### src/rtl/fft_bf_sequencer.sv
// Butterfly sequencer for the in-place radix-2 DIT FFT engine.
// Walks stages and butterflies. Issues one U/V/twiddle address triple per
// handshake and counts butterflies that have been issued but not yet written
// back. At every stage boundary it drains, so that stage s+1 never reads a
// location that stage s has not yet written.
module fft_bf_sequencer #(
    parameter int FFT_SIZE        = 1024,
    parameter int MAX_OUTSTANDING = 4,
    localparam int L  = $clog2(FFT_SIZE),
    localparam int AW = L,
    localparam int SW = $clog2(L)
) (
    input  logic          clk_i,
    input  logic          rst_ni,
    input  logic          start_i,
    output logic          busy_o,
    output logic          done_o,
    output logic          bf_valid_o,
    input  logic          bf_ready_i,
    output logic [AW-1:0] u_addr_o,
    output logic [AW-1:0] v_addr_o,
    output logic [AW-1:0] tw_addr_o,
    output logic [SW-1:0] stage_o,
    output logic          last_bf_o,
    input  logic          wb_done_i,
    output logic          err_o
);

    localparam logic [1:0]    ST_IDLE  = 2'd0;
    localparam logic [1:0]    ST_ISSUE = 2'd1;
    localparam logic [1:0]    ST_DRAIN = 2'd2;
    localparam logic [1:0]    ST_DONE  = 2'd3;
    localparam logic [AW-1:0] J_LAST   = AW'(FFT_SIZE / 2 - 1);
    localparam logic [SW-1:0] S_LAST   = SW'(L - 1);
    localparam logic [3:0]    MAX_OUT  = 4'(MAX_OUTSTANDING);

    logic [1:0]    state_r, state_n;
    logic [SW-1:0] s_r, s_n;
    logic [AW-1:0] j_r, j_n;
    logic [3:0]    out_r, out_n;
    logic          err_r, err_n;

    logic          valid_s;
    logic          hs_s;
    logic          last_j_s;
    logic          last_s_s;
    logic          drain_exit_s;

    logic [AW-1:0] d_s;
    logic [AW-1:0] k_s;
    logic [AW-1:0] g_s;
    logic [AW-1:0] u_s;
    logic [AW-1:0] v_s;
    logic [AW-1:0] tw_s;
    logic [SW-1:0] tw_sh_s;

    // Handshake and boundary decode from the registered sequencing state.
    always_comb begin
        valid_s      = (state_r == ST_ISSUE) && (out_r < MAX_OUT);
        hs_s         = valid_s && bf_ready_i;
        last_j_s     = (j_r == J_LAST);
        last_s_s     = (s_r == S_LAST);
        // The last write-back may land in the drain cycle itself.
        drain_exit_s = (out_r == 4'd0) || ((out_r == 4'd1) && wb_done_i);
    end

    // Address generation: split j into group g and offset k within the group.
    always_comb begin
        d_s     = AW'(1) << s_r;
        k_s     = j_r & (d_s - AW'(1));
        g_s     = j_r >> s_r;
        u_s     = ((g_s << s_r) << 1'b1) + k_s;
        v_s     = u_s + d_s;
        tw_sh_s = S_LAST - s_r;
        tw_s    = k_s << tw_sh_s;
    end

    // Next-state logic for the FSM, the butterfly counters and the in-flight tracker.
    always_comb begin
        state_n = state_r;
        s_n     = s_r;
        j_n     = j_r;
        out_n   = out_r;
        err_n   = err_r;

        // An issue and a write-back in the same cycle cancel out.
        if (hs_s && !wb_done_i) begin
            out_n = out_r + 4'd1;
        end else if (!hs_s && wb_done_i) begin
            if (out_r == 4'd0) begin
                err_n = 1'b1;
            end else begin
                out_n = out_r - 4'd1;
            end
        end else begin
            out_n = out_r;
        end

        case (state_r)
            ST_IDLE: begin
                if (start_i) begin
                    state_n = ST_ISSUE;
                    s_n     = {SW{1'b0}};
                    j_n     = {AW{1'b0}};
                    out_n   = 4'd0;
                    err_n   = 1'b0;
                end else begin
                    state_n = ST_IDLE;
                end
            end
            ST_ISSUE: begin
                if (hs_s) begin
                    if (last_j_s) begin
                        state_n = ST_DRAIN;
                    end else begin
                        j_n = j_r + AW'(1);
                    end
                end else begin
                    state_n = ST_ISSUE;
                end
            end
            ST_DRAIN: begin
                if (drain_exit_s) begin
                    if (last_s_s) begin
                        state_n = ST_DONE;
                    end else begin
                        state_n = ST_ISSUE;
                        s_n     = s_r + SW'(1);
                        j_n     = {AW{1'b0}};
                    end
                end else begin
                    state_n = ST_DRAIN;
                end
            end
            ST_DONE: begin
                state_n = ST_IDLE;
            end
            default: begin
                state_n = ST_IDLE;
            end
        endcase
    end

    // State registers; an asynchronous reset discards any in-flight count.
    always_ff @(posedge clk_i or negedge rst_ni) begin
        if (!rst_ni) begin
            state_r <= ST_IDLE;
            s_r     <= {SW{1'b0}};
            j_r     <= {AW{1'b0}};
            out_r   <= 4'd0;
            err_r   <= 1'b0;
        end else begin
            state_r <= state_n;
            s_r     <= s_n;
            j_r     <= j_n;
            out_r   <= out_n;
            err_r   <= err_n;
        end
    end

    // Outputs depend only on registered state, so there is no input-to-output path.
    assign busy_o     = (state_r != ST_IDLE);
    assign done_o     = (state_r == ST_DONE);
    assign bf_valid_o = valid_s;
    assign last_bf_o  = valid_s && last_s_s && last_j_s;
    assign u_addr_o   = u_s;
    assign v_addr_o   = v_s;
    assign tw_addr_o  = tw_s;
    assign stage_o    = s_r;
    assign err_o      = err_r;

endmodule

### config.mk
export PLATFORM = sky130hd
export DESIGN_NAME = fft_bf_sequencer
export DESIGN_NICKNAME = d
export VERILOG_FILES = /design/src/rtl/fft_bf_sequencer.sv
export SDC_FILE = /design/constraint.sdc
export NUM_CORES = 1
export LEC_CHECK = 0
export BUFFER_PORTS_ARGS = -buffer_cell sky130_fd_sc_hd__buf_4
export CORE_MARGIN = 1
export CORE_UTILIZATION = 50
export DETAILED_ROUTE_END_ITERATION = 10
export GPL_TIMING_DRIVEN = 0
export PLACE_DENSITY = 0.71
export SETUP_SLACK_MARGIN = 0.1
export SYNTH_ARGS = -nofsm -noshare
export SYNTH_HDL_FRONTEND = slang
export SYNTH_SLANG_ARGS = --single-unit
### constraint.sdc
create_clock -name clk_i -period 6.6 [get_ports clk_i]
set_input_delay 0.33 -clock clk_i [delete_from_list [all_inputs] [get_ports clk_i]]
set_output_delay 0.33 -clock clk_i [all_outputs]
set_load 0.01 [all_outputs]
Yosys cells after proc, flatten, opt, wreduce, memory -nomap -nowiden. Cells that the tools add are included.

Output and inout port bits: 39. Bits in writable memories: 0. Input port bits: 5. Latch bits: 0. Register bits: 21. Memory bits (read-only): 0. Word-level logic and storage cells: 74. Memories: 0.

Reduce and logical (&&, ||, !) cells: 17. Multiplexer cells: 26. Equal/unequal tests: 12. $lt $le $gt $ge: 1. Multiply operators: 0. Shifts and indexed selects: 4. $add $sub $neg: 8. Divide/modulo/power cells: 0. Bitwise logic cells: 1.

Operators by type and width (number): two-way mux 10 bit (5); two-way mux 4 bit (8); case mux 10 bit (3 select lines) (1); adder 10 bit (2); adder 10 x 1 -> 10 bit (second input constant) (1); bitwise AND 10 bit (1); equality test 10 x 9 -> 1 bit (second input constant) (1); != test 2 bit (second input constant) (5); << shifter 1 x 4 -> 10 bit (first input constant) (1); << shifter 10 x 4 -> 10 bit (1); << shifter 10 x 4 -> 9 bit (1); >> shifter 10 x 4 -> 10 bit (1); subtractor 10 x 1 -> 10 bit (second input constant) (1); adder 4 x 1 -> 4 bit (second input constant) (2); two-way mux 2 bit (4); case mux 2 bit (4 select lines) (1); case mux 4 bit (2 select lines) (1); logical AND 1 bit (7); two-way mux 1 bit (6); AND reduction 6 bit (1); equality test 2 bit (second input constant) (2); equality test 4 x 1 -> 1 bit (second input constant) (1); equality test 4 bit (second input constant) (1); logical NOT 4 bit (1); other kinds (11) (13).

Depth between registers and ports, before layout. Gate-level depths: netlist of the first run.

Word-level depth: 9. Depth in mapped cells: 24. Depth with buffers taken out: 21.

Worst setup path before layout of the first run. OpenSTA, ideal clock, no wires.

Path kind: register to output. From: register s_r[1], in the netlist stage_o[1]. To: output port v_addr_o[9]. Stages on the path, launching flop included: 23. Required time: 6270 ps. Setup slack: 1534 ps. Data arrival time: 4736 ps. Path buffers: 3. Path through: dfrtp_1 -> buf_2 -> buf_1 -> inv_1 -> ha_1 -> clkbuf_1 -> nand2_1 -> ha_1 -> xnor2_1 -> nand2b_1 -> inv_1 -> ha_1 -> a21o_1 -> a21oi_1 -> o21bai_1 -> a21oi_1 -> o21bai_1 -> a21oi_1 -> xnor2_1 -> ha_1 -> a2111oi_0 -> a221oi_2 -> xor2_1.

Longest elaborated chain between the ends: 5. Elaborated cells on any way between the ends: 7. Classes of those cells: add/sub (3); shift (3); bitwise (1).

RTL lines: from (decl) (line 38) `logic [SW-1:0] s_r, s_n;`; from (signal assigned) (line 148) `s_r <= {SW{1'b0}};`; from (signal assigned) (line 154) `s_r <= s_n;`; << shifter 1 x 4 -> 10 bit (line 69) `d_s = AW'(1) << s_r;`; subtractor 10 x 1 -> 10 bit (line 70) `k_s = j_r & (d_s - AW'(1));`; bitwise AND 10 bit (line 70); adder 10 bit (*) (line 72) `u_s = ((g_s << s_r) << 1'b1) + k_s;`; named net u_addr_o[8] (line 20) `output logic [AW-1:0] u_addr_o,`; adder 10 bit (*) (line 73) `v_s = u_s + d_s;`; to (decl) (line 21) `output logic [AW-1:0] v_addr_o,`.

The timed path passes the listed nets; every way through them passes the cells marked *.

Final worst setup path of the first run.
From: register s_r[1], in the netlist stage_o[1]. To: output port v_addr_o[9].

Longest elaborated chain between the ends: 5. Elaborated cells on any way between the ends: 7. Classes of those cells: add/sub (3); shift (3); bitwise (1).

RTL lines (line): << shifter 1 x 4 -> 10 bit (69); subtractor 10 x 1 -> 10 bit (70); bitwise AND 10 bit (70); adder 10 bit (72); adder 10 bit (*) (73).

Every way passes the cells marked *; elsewhere a longest branch is shown, timed or not.

==> flow_metrics.py, run 1 <==
metrics = {
    "outcome": {
        "run_status": "finished clean",
    },
    "cells_and_area": {
        "layout_area_growth_over_synthesis_pct": 15.1,
        "antennaDiodeCount": 0,
        "final_cells": 509,
        "drive_gt1_frac": 0.175,
        "final_nets": 468,
        "final_core_utilization": 0.600,
        "final_cell_area_um2": 3570,
    },
    "power_and_ir_drop": {
        "cellLeakagePower_nw": 1.64,
        "pwr_density_cell_nw_per_um2": 302,
        "vdd.ir_drop.worst_v": 0.000250,
    },
    "timing": {
        "clock_skew_ps": 3.10,
        "achievable-frequency_ghz": 0.163,
        "slew_headroom": 0.568,
        "timing_worst_slew_pin_value_ps": 642,
        "hold_violation_count_in_the_final_report": 0,
        "final.min_clock_period_ps": 6130,
        "rsz0062_at_grt": "false",
        "final-setup-viol-count": 0,
        "crit_share_post_route": 0.929,
        "timing.setup.tns_ps": 0,
        "timing.final.max_slew_violations": 0,
    },
    "run": {
        "cap_viol_max_count": 0,
    },
    "synthesis": {
        "syn_area_per_cell_um2": 8.02,
        "yosysMostFrequentCell": "sky130_fd_sc_hd__nor2_1",
        "syn-num-nets": 420,
        "synth_edf_count": 0,
        "synth_warnings": 0,
        "ys_seq_elements": 21,
        "netlist_instances": 387,
        "synth_top_cell_by_area": "sky130_fd_sc_hd__dfrtp_1",
        "yosys_most_used_dff": "sky130_fd_sc_hd__dfrtp_1",
        "yosysSeqAreaShare": 0.169,
        "synth.cell_area_um2": 3100,
        "yosysUniqueCellTypes": 62,
        "yosysTopAreaCellShare": 0.169,
        "synth_async_sr_flop_share": 1.00,
        "synth_commonest_cells": "36 x sky130_fd_sc_hd__nor2_1, 28 x sky130_fd_sc_hd__nand2_1, 26 x sky130_fd_sc_hd__ha_1, 25 x sky130_fd_sc_hd__a21oi_1",
        "synthTopCellsByArea": "sky130_fd_sc_hd__dfrtp_1 17%, sky130_fd_sc_hd__ha_1 10%, sky130_fd_sc_hd__mux4_2 6.5%",
    },
    "critical_path": {
        "worstSetupPathType": "flip-flop to primary output",
        "critical_path_required_ps": 6270,
        "startpoint_type": "flip-flop",
        "critical_path_data_arrival_time_ps": 5800,
        "critical_path_end_type": "primary output",
        "critPathMaxFanout": 10,
    },
    "detailed_routing": {
        "drtPass1Iterations": 7,
        "wl_met1_um": 3540,
        "maxUsedRoutingLayer": "met4",
        "routed-wl-met3_um": 482,
        "antenna_left": 0,
        "post_drt_wl_per_cell_um": 16.0,
        "drc": 0,
        "routed_via_density": 6.06,
        "overall_via_count_from_detail_route": 3085,
        "met2_wirelength_um": 3930,
        "initialDrtViolationCount": 236,
        "route.final.wire_length_um": 8150,
    },
    "clock_tree": {
        "cts_max_path_buffers": 2,
        "cts_sinks": 21,
        "path_clk_slew_ps": 70,
        "cell_at_the_root_of_the_clock_tree": "sky130_fd_sc_hd__clkbuf_8",
        "worst_skew_pair.late_latency_ps": 270,
        "cts-htree-levels": 1,
        "cts-buffers-inserted": 3,
        "tritoncts": "yes",
        "post-cts-setup-buffers": 0,
    },
    "placed_design": {
        "hpwl_after_detailed_placement_um": 6240,
        "globalplace.congestion": 0.938,
        "port_buffers": 42,
        "number_of_placed_instances_taps_included": 504,
        "post_dp_cell_area_um2": 3510,
    },
    "floorplan": {
        "die_h_um": 80.8,
        "die_x_extent_um": 80.8,
        "floorplan.initialDensity": 0.521,
        "design.core.area_um2": 5960,
        "rows": 28,
        "ios": 44,
        "die_area_um2": 6530,
    },
    "min_path": {
        "hold_path.class": "primary input to flip-flop",
    },
    "global_route": {
        "number_of_antenna_violations_at_the_first_check_in_global_routing": 0,
        "grt_pass1_vias": 2855,
        "grt_util_all_layers": 0.264,
        "maximum_number_of_pins_on_one_net_before_global_route_repair": 22,
        "grt-ovfl-total": 0,
        "grt_first_pass_wirelength_um": 13500,
    },
}
[worst max-delay path, stage by stage (launching register included)]
cell and delay, ps:
sky130_fd_sc_hd__dfrtp_1 440, sky130_fd_sc_hd__buf_2 220, sky130_fd_sc_hd__buf_1 430, sky130_fd_sc_hd__inv_2 200, sky130_fd_sc_hd__ha_1 290, sky130_fd_sc_hd__clkbuf_2 200, sky130_fd_sc_hd__nand2_1 170, sky130_fd_sc_hd__ha_1 310
sky130_fd_sc_hd__xnor2_1 150, sky130_fd_sc_hd__nand2b_1 240, sky130_fd_sc_hd__inv_1 110, sky130_fd_sc_hd__ha_1 290, sky130_fd_sc_hd__a21o_1 180, sky130_fd_sc_hd__a21oi_1 220, sky130_fd_sc_hd__o21bai_1 90, sky130_fd_sc_hd__a21oi_1 220
sky130_fd_sc_hd__o21bai_1 100, sky130_fd_sc_hd__a21oi_1 180, sky130_fd_sc_hd__xnor2_1 190, sky130_fd_sc_hd__ha_1 340, sky130_fd_sc_hd__a2111oi_1 480, sky130_fd_sc_hd__a221oi_2 140, sky130_fd_sc_hd__xor2_1 170, sky130_fd_sc_hd__buf_4 150
[what timing repair did]
item	CTS	global route
hold buffers	1	0
resized for setup	0	6
setup endpoints to repair	0	1
endpoints found under the hold margin	21	0
[final timing paths]
path | startpoint | endpoint | slack [ps] | cells past startpoint
hold reg to reg | err_o$_DFF_PN0_ | err_o$_DFF_PN0_ | 510 | 2
setup / recovery | stage_o[1]$_DFFE_PN0P_ | v_addr_o[9] | 470 | 23
setup reg to reg | stage_o[1]$_DFFE_PN0P_ | j_r[9]$_DFFE_PN0P_ | 3560 | 10
min in group asynchronous | rst_ni | j_r[2]$_DFFE_PN0P_ | 470 | 2
hold / removal | bf_ready_i | state_r[1]$_DFFE_PN0P_ | 390 | 3
max in group asynchronous | rst_ni | stage_o[2]$_DFFE_PN0P_ | 5900 | 2
[registers in the layout, indices dropped and copies added, names as in the netlist]
register / flops
j_r: 10
out_r: 4
stage_o: 4
state_r: 2
err_o: 1
[layout make-up]
cell class / count / area, um^2
clock buffers: 4 / 45.0
multi-input cells: 324 / 2420
fillers: 567 / 2380
flip-flops and latches: 21 / 526
repair buffers: 43 / 325
inverters: 19 / 71.3
well taps: 75 / 93.8
plain buffers: 23 / 95.1
[per-layer routing]
layer	GRT usage	up-vias
li1	-	1485
met2	0.456	133
met1	0.341	1446
met5	0	-
met3	0.0247	21
met4	0.102	0
[power breakdown]
group          switching (W)  internal [W]
Clock              0.0000430     0.0000431
Combinational       0.000430      0.000345
Sequential         0.0000564      0.000162
Total               0.000530      0.000550
[kinds of logic after synthesis]
group,share of synthesized area
simple gates,0.243
compound gates,0.199
buf+inv,0.0528
fa+ha+maj,0.135
xor+xnor,0.0903
mux,0.109
flops,0.169
other cells,0.00121
[layout by cell type (no fill, tap or decap), drive strengths merged, types with 11 or more instances in the layout]
cell type / instances
buf: 51
nor2: 36
nand2: 28
ha: 26
a21oi: 25
o21ai: 22
xnor2: 22
dfrtp: 21
inv: 19
clkbuf: 18
nor3: 17
nor2b: 11
[stage by stage]
step / setup slack, ps / total power, W / hold slack, ps
after floorplan: 1530 / 0.000747 / 34.4
after global placement: 694 / 0.000966 / 226
after detailed placement: 614 / 0.000982 / 231
after CTS: 263 / 0.00107 / 385
after global routing: 126 / 0.00117 / 389
final: 470 / 0.00108 / 393
(Power assumes the default switching activity.)
==> inputs of run 2 (changes only) <==
ABC_AREA = 1   (was unset)
==> run 2 against run 1 <==
  * The run now ends with design-rule violations left
  * Register-to-register slack improved by 130 ps
  * Critical path type unchanged
  * Clock skew increased by 8.3 ps
  * Global-route usage increased by 2.7 points
==> flow_metrics.py, run 2 <==
metrics = {
    "synthesis": {
        "yosysMostFrequentCell": "sky130_fd_sc_hd__nand2_1",
        "netlist_instances": 561,
        "synth_edf_count": 0,
        "synth_top_cell_by_area": "sky130_fd_sc_hd__nand2_1",
        "syn-num-nets": 594,
        "synth.cell_area_um2": 3380,
        "syn_area_per_cell_um2": 6.02,
        "synthTopCellsByArea": "sky130_fd_sc_hd__nand2_1 16%, sky130_fd_sc_hd__dfrtp_1 16%, sky130_fd_sc_hd__nand3_1 10%",
        "ys_seq_elements": 21,
        "yosysSeqAreaShare": 0.156,
        "synth_async_sr_flop_share": 1.00,
        "synth_commonest_cells": "146 x sky130_fd_sc_hd__nand2_1, 72 x sky130_fd_sc_hd__inv_1, 68 x sky130_fd_sc_hd__nand3_1, 43 x sky130_fd_sc_hd__nor2_1",
        "yosys_most_used_dff": "sky130_fd_sc_hd__dfrtp_1",
        "yosysTopAreaCellShare": 0.162,
        "synth_warnings": 0,
        "yosysUniqueCellTypes": 43,
    },
    "cells_and_area": {
        "mostFrequentLayoutCell": "sky130_fd_sc_hd__nand2_1",
        "final_core_utilization": 0.602,
        "layout_area_growth_over_synthesis_pct": 14.5,
        "regMostFlops": "j_r",
        "final_nets": 643,
        "largest_register_ff_count": 10,
        "drive_gt1_frac": 0.171,
        "final_cell_area_um2": 3870,
        "layout_common_cells": "146 x sky130_fd_sc_hd__nand2_1, 72 x sky130_fd_sc_hd__inv_1, 68 x sky130_fd_sc_hd__nand3_1",
        "antennaDiodeCount": 0,
    },
    "critical_path": {
        "cp_slowest_cell": "sky130_fd_sc_hd__dfrtp_1",
        "critPathMaxFanout": 12,
        "slowest_delay_ps": 440,
        "critPathMostFrequentCell": "sky130_fd_sc_hd__nand2_1",
        "worstSetupPathType": "flip-flop to primary output",
        "critical_path_required_ps": 6270,
        "critical_path_data_arrival_time_ps": 5720,
        "startpoint_type": "flip-flop",
        "critical_path_end_type": "primary output",
    },
    "placed_design": {
        "globalplace.congestion": 0.951,
        "post_dp_cell_area_um2": 3790,
        "worst_setup_slack_after_placement_ps": 637,
        "port_buffers": 43,
        "hpwl_after_detailed_placement_um": 8090,
    },
    "global_route": {
        "number_of_antenna_violations_at_the_first_check_in_global_routing": 0,
        "grt_pass1_vias": 3621,
        "maximum_number_of_pins_on_one_net_before_global_route_repair": 22,
        "grt-ovfl-total": 0,
        "grt_util_all_layers": 0.291,
        "grt_first_pass_wirelength_um": 17000,
    },
    "floorplan": {
        "rows": 29,
        "floorplan.initialDensity": 0.526,
        "ios": 44,
        "die_x_extent_um": 84.2,
        "die_h_um": 84.2,
        "design.core.area_um2": 6420,
        "die_area_um2": 7080,
    },
    "timing": {
        "clock_skew_ps": 11.4,
        "timing_worst_slew_pin_value_ps": 586,
        "rsz0062_at_grt": "false",
        "crit_share_post_route": 0.916,
        "hold_violation_count_in_the_final_report": 0,
        "final.min_clock_period_ps": 6050,
        "slew_headroom": 0.608,
        "achievable-frequency_ghz": 0.165,
        "final_critical_path_setup_slack_ps": 552,
        "final-setup-viol-count": 0,
        "timing.final.max_slew_violations": 0,
        "timing.setup.tns_ps": 0,
    },
    "power_and_ir_drop": {
        "pwr_density_cell_nw_per_um2": 356,
        "vdd.ir_drop.worst_v": 0.000244,
        "cellLeakagePower_nw": 2.09,
        "totalPowerFinal_w": 0.00138,
    },
    "clock_tree": {
        "post-cts-setup-buffers": 0,
        "path_clk_slew_ps": 90,
        "cell_at_the_root_of_the_clock_tree": "sky130_fd_sc_hd__clkbuf_8",
        "tritoncts": "yes",
        "cts_max_path_buffers": 2,
        "worst_skew_pair.late_latency_ps": 270,
        "cts-htree-levels": 1,
        "cts_sinks": 21,
        "cts-buffers-inserted": 3,
    },
    "min_path": {
        "hold_path.class": "primary input to flip-flop",
    },
    "outcome": {
        "run_status": "finished with violations",
        "violations": "design-rule violations",
    },
    "run": {
        "cap_viol_max_count": 0,
    },
    "detailed_routing": {
        "drc": 4,
        "antenna_left": 0,
        "initialDrtViolationCount": 314,
        "route.final.wire_length_um": 9880,
        "post_drt_wl_per_cell_um": 14.4,
        "routed_via_density": 5.60,
        "overall_via_count_from_detail_route": 3842,
        "drtPass1Iterations": 8,
    },
}
==> run 2: cell count changes in the layout (fill, tap and decap cells not counted), moves of 11 or more <==
cell                      change
sky130_fd_sc_hd__nand3_1     +58
sky130_fd_sc_hd__nor3_1      -12
sky130_fd_sc_hd__nor2b_1     -11
sky130_fd_sc_hd__nand4_1     +12
sky130_fd_sc_hd__xnor2_1     -18
sky130_fd_sc_hd__inv_1       +54
sky130_fd_sc_hd__nand2_1    +118
==> run 2: area by class of cell <==
class / count / area [um^2]
Tap cell: 77 / 96.3
Fill cell: 659 / 2560
Buffer: 18 / 98.8
Clock buffer: 3 / 41.3
Sequential cell: 21 / 526
Inverter: 85 / 324
Multi-Input combinational cell: 437 / 2440
Timing Repair Buffer: 44 / 333
Clock inverter: 1 / 7.51
==> run 2: report_power, final <==
part / total [W] / switching [W] / internal, W
Sequential: 0.000196 / 0.0000361 / 0.000159
Combinational: 0.00109 / 0.000683 / 0.000412
Clock: 0.0000879 / 0.0000452 / 0.0000427
==> run 2: kinds of logic after synthesis <==
group,Yosys count,synth area share
AOI/OAI and AO/OA,91,0.164
xor gates and xnor gates,17,0.0441
adders and majority gates,28,0.108
buffers and inverters,103,0.123
DFF,21,0.156
other,1,0.00111
and+or+nand+nor,300,0.404
==> run 2: through the flow <==
stage,std cells,hold WS (ps)
after detailed placement,681,233
after floorplan,561,34.4
after CTS,686,237
after global routing,686,249
after global placement,681,229
final,686,238
==> run 2: per-layer routing <==
metal	part of all wire	global-route usage
met5	0	0
met4	0.017	0.0799
met3	0.045	0.0138
met2	0.49	0.510
met1	0.45	0.391
==> run 2: critical path, delay by kind of cell, from the launching register on <==
| family | cells | cell delay (ps) |
|---|---|---|
| xor+xnor | 1 | 200 |
| flops | 1 | 440 |
| fa+ha+maj | 4 | 1070 |
| buf+inv | 11 | 1670 |
| compound gates | 3 | 620 |
| simple gates | 16 | 1450 |
==> run 2: timing repair <==
item                                    in CTS  in global routing
endpoints found under the hold margin       21                  0
endpoints found under the setup margin       0                  2
resized for setup                            0                  5
hold buffers                                 1                  0
==> run 2: path summary, 6_finish.rpt <==
| check | startpoint | endpoint | slack [ps] | depth (start not counted) |
|---|---|---|---|---|
| max reg2reg | stage_o[1]$_DFFE_PN0P_ | j_r[3]$_DFFE_PN0P_ | 3690 | 16 |
| max in group asynchronous | rst_ni | j_r[2]$_DFFE_PN0P_ | 5890 | 2 |
| min reg2reg | err_o$_DFF_PN0_ | err_o$_DFF_PN0_ | 540 | 2 |
| max | stage_o[1]$_DFFE_PN0P_ | v_addr_o[9] | 550 | 35 |
| min | start_i | out_r[3]$_DFF_PN0_ | 240 | 2 |
| min in group asynchronous | rst_ni | j_r[0]$_DFFE_PN0P_ | 480 | 2 |
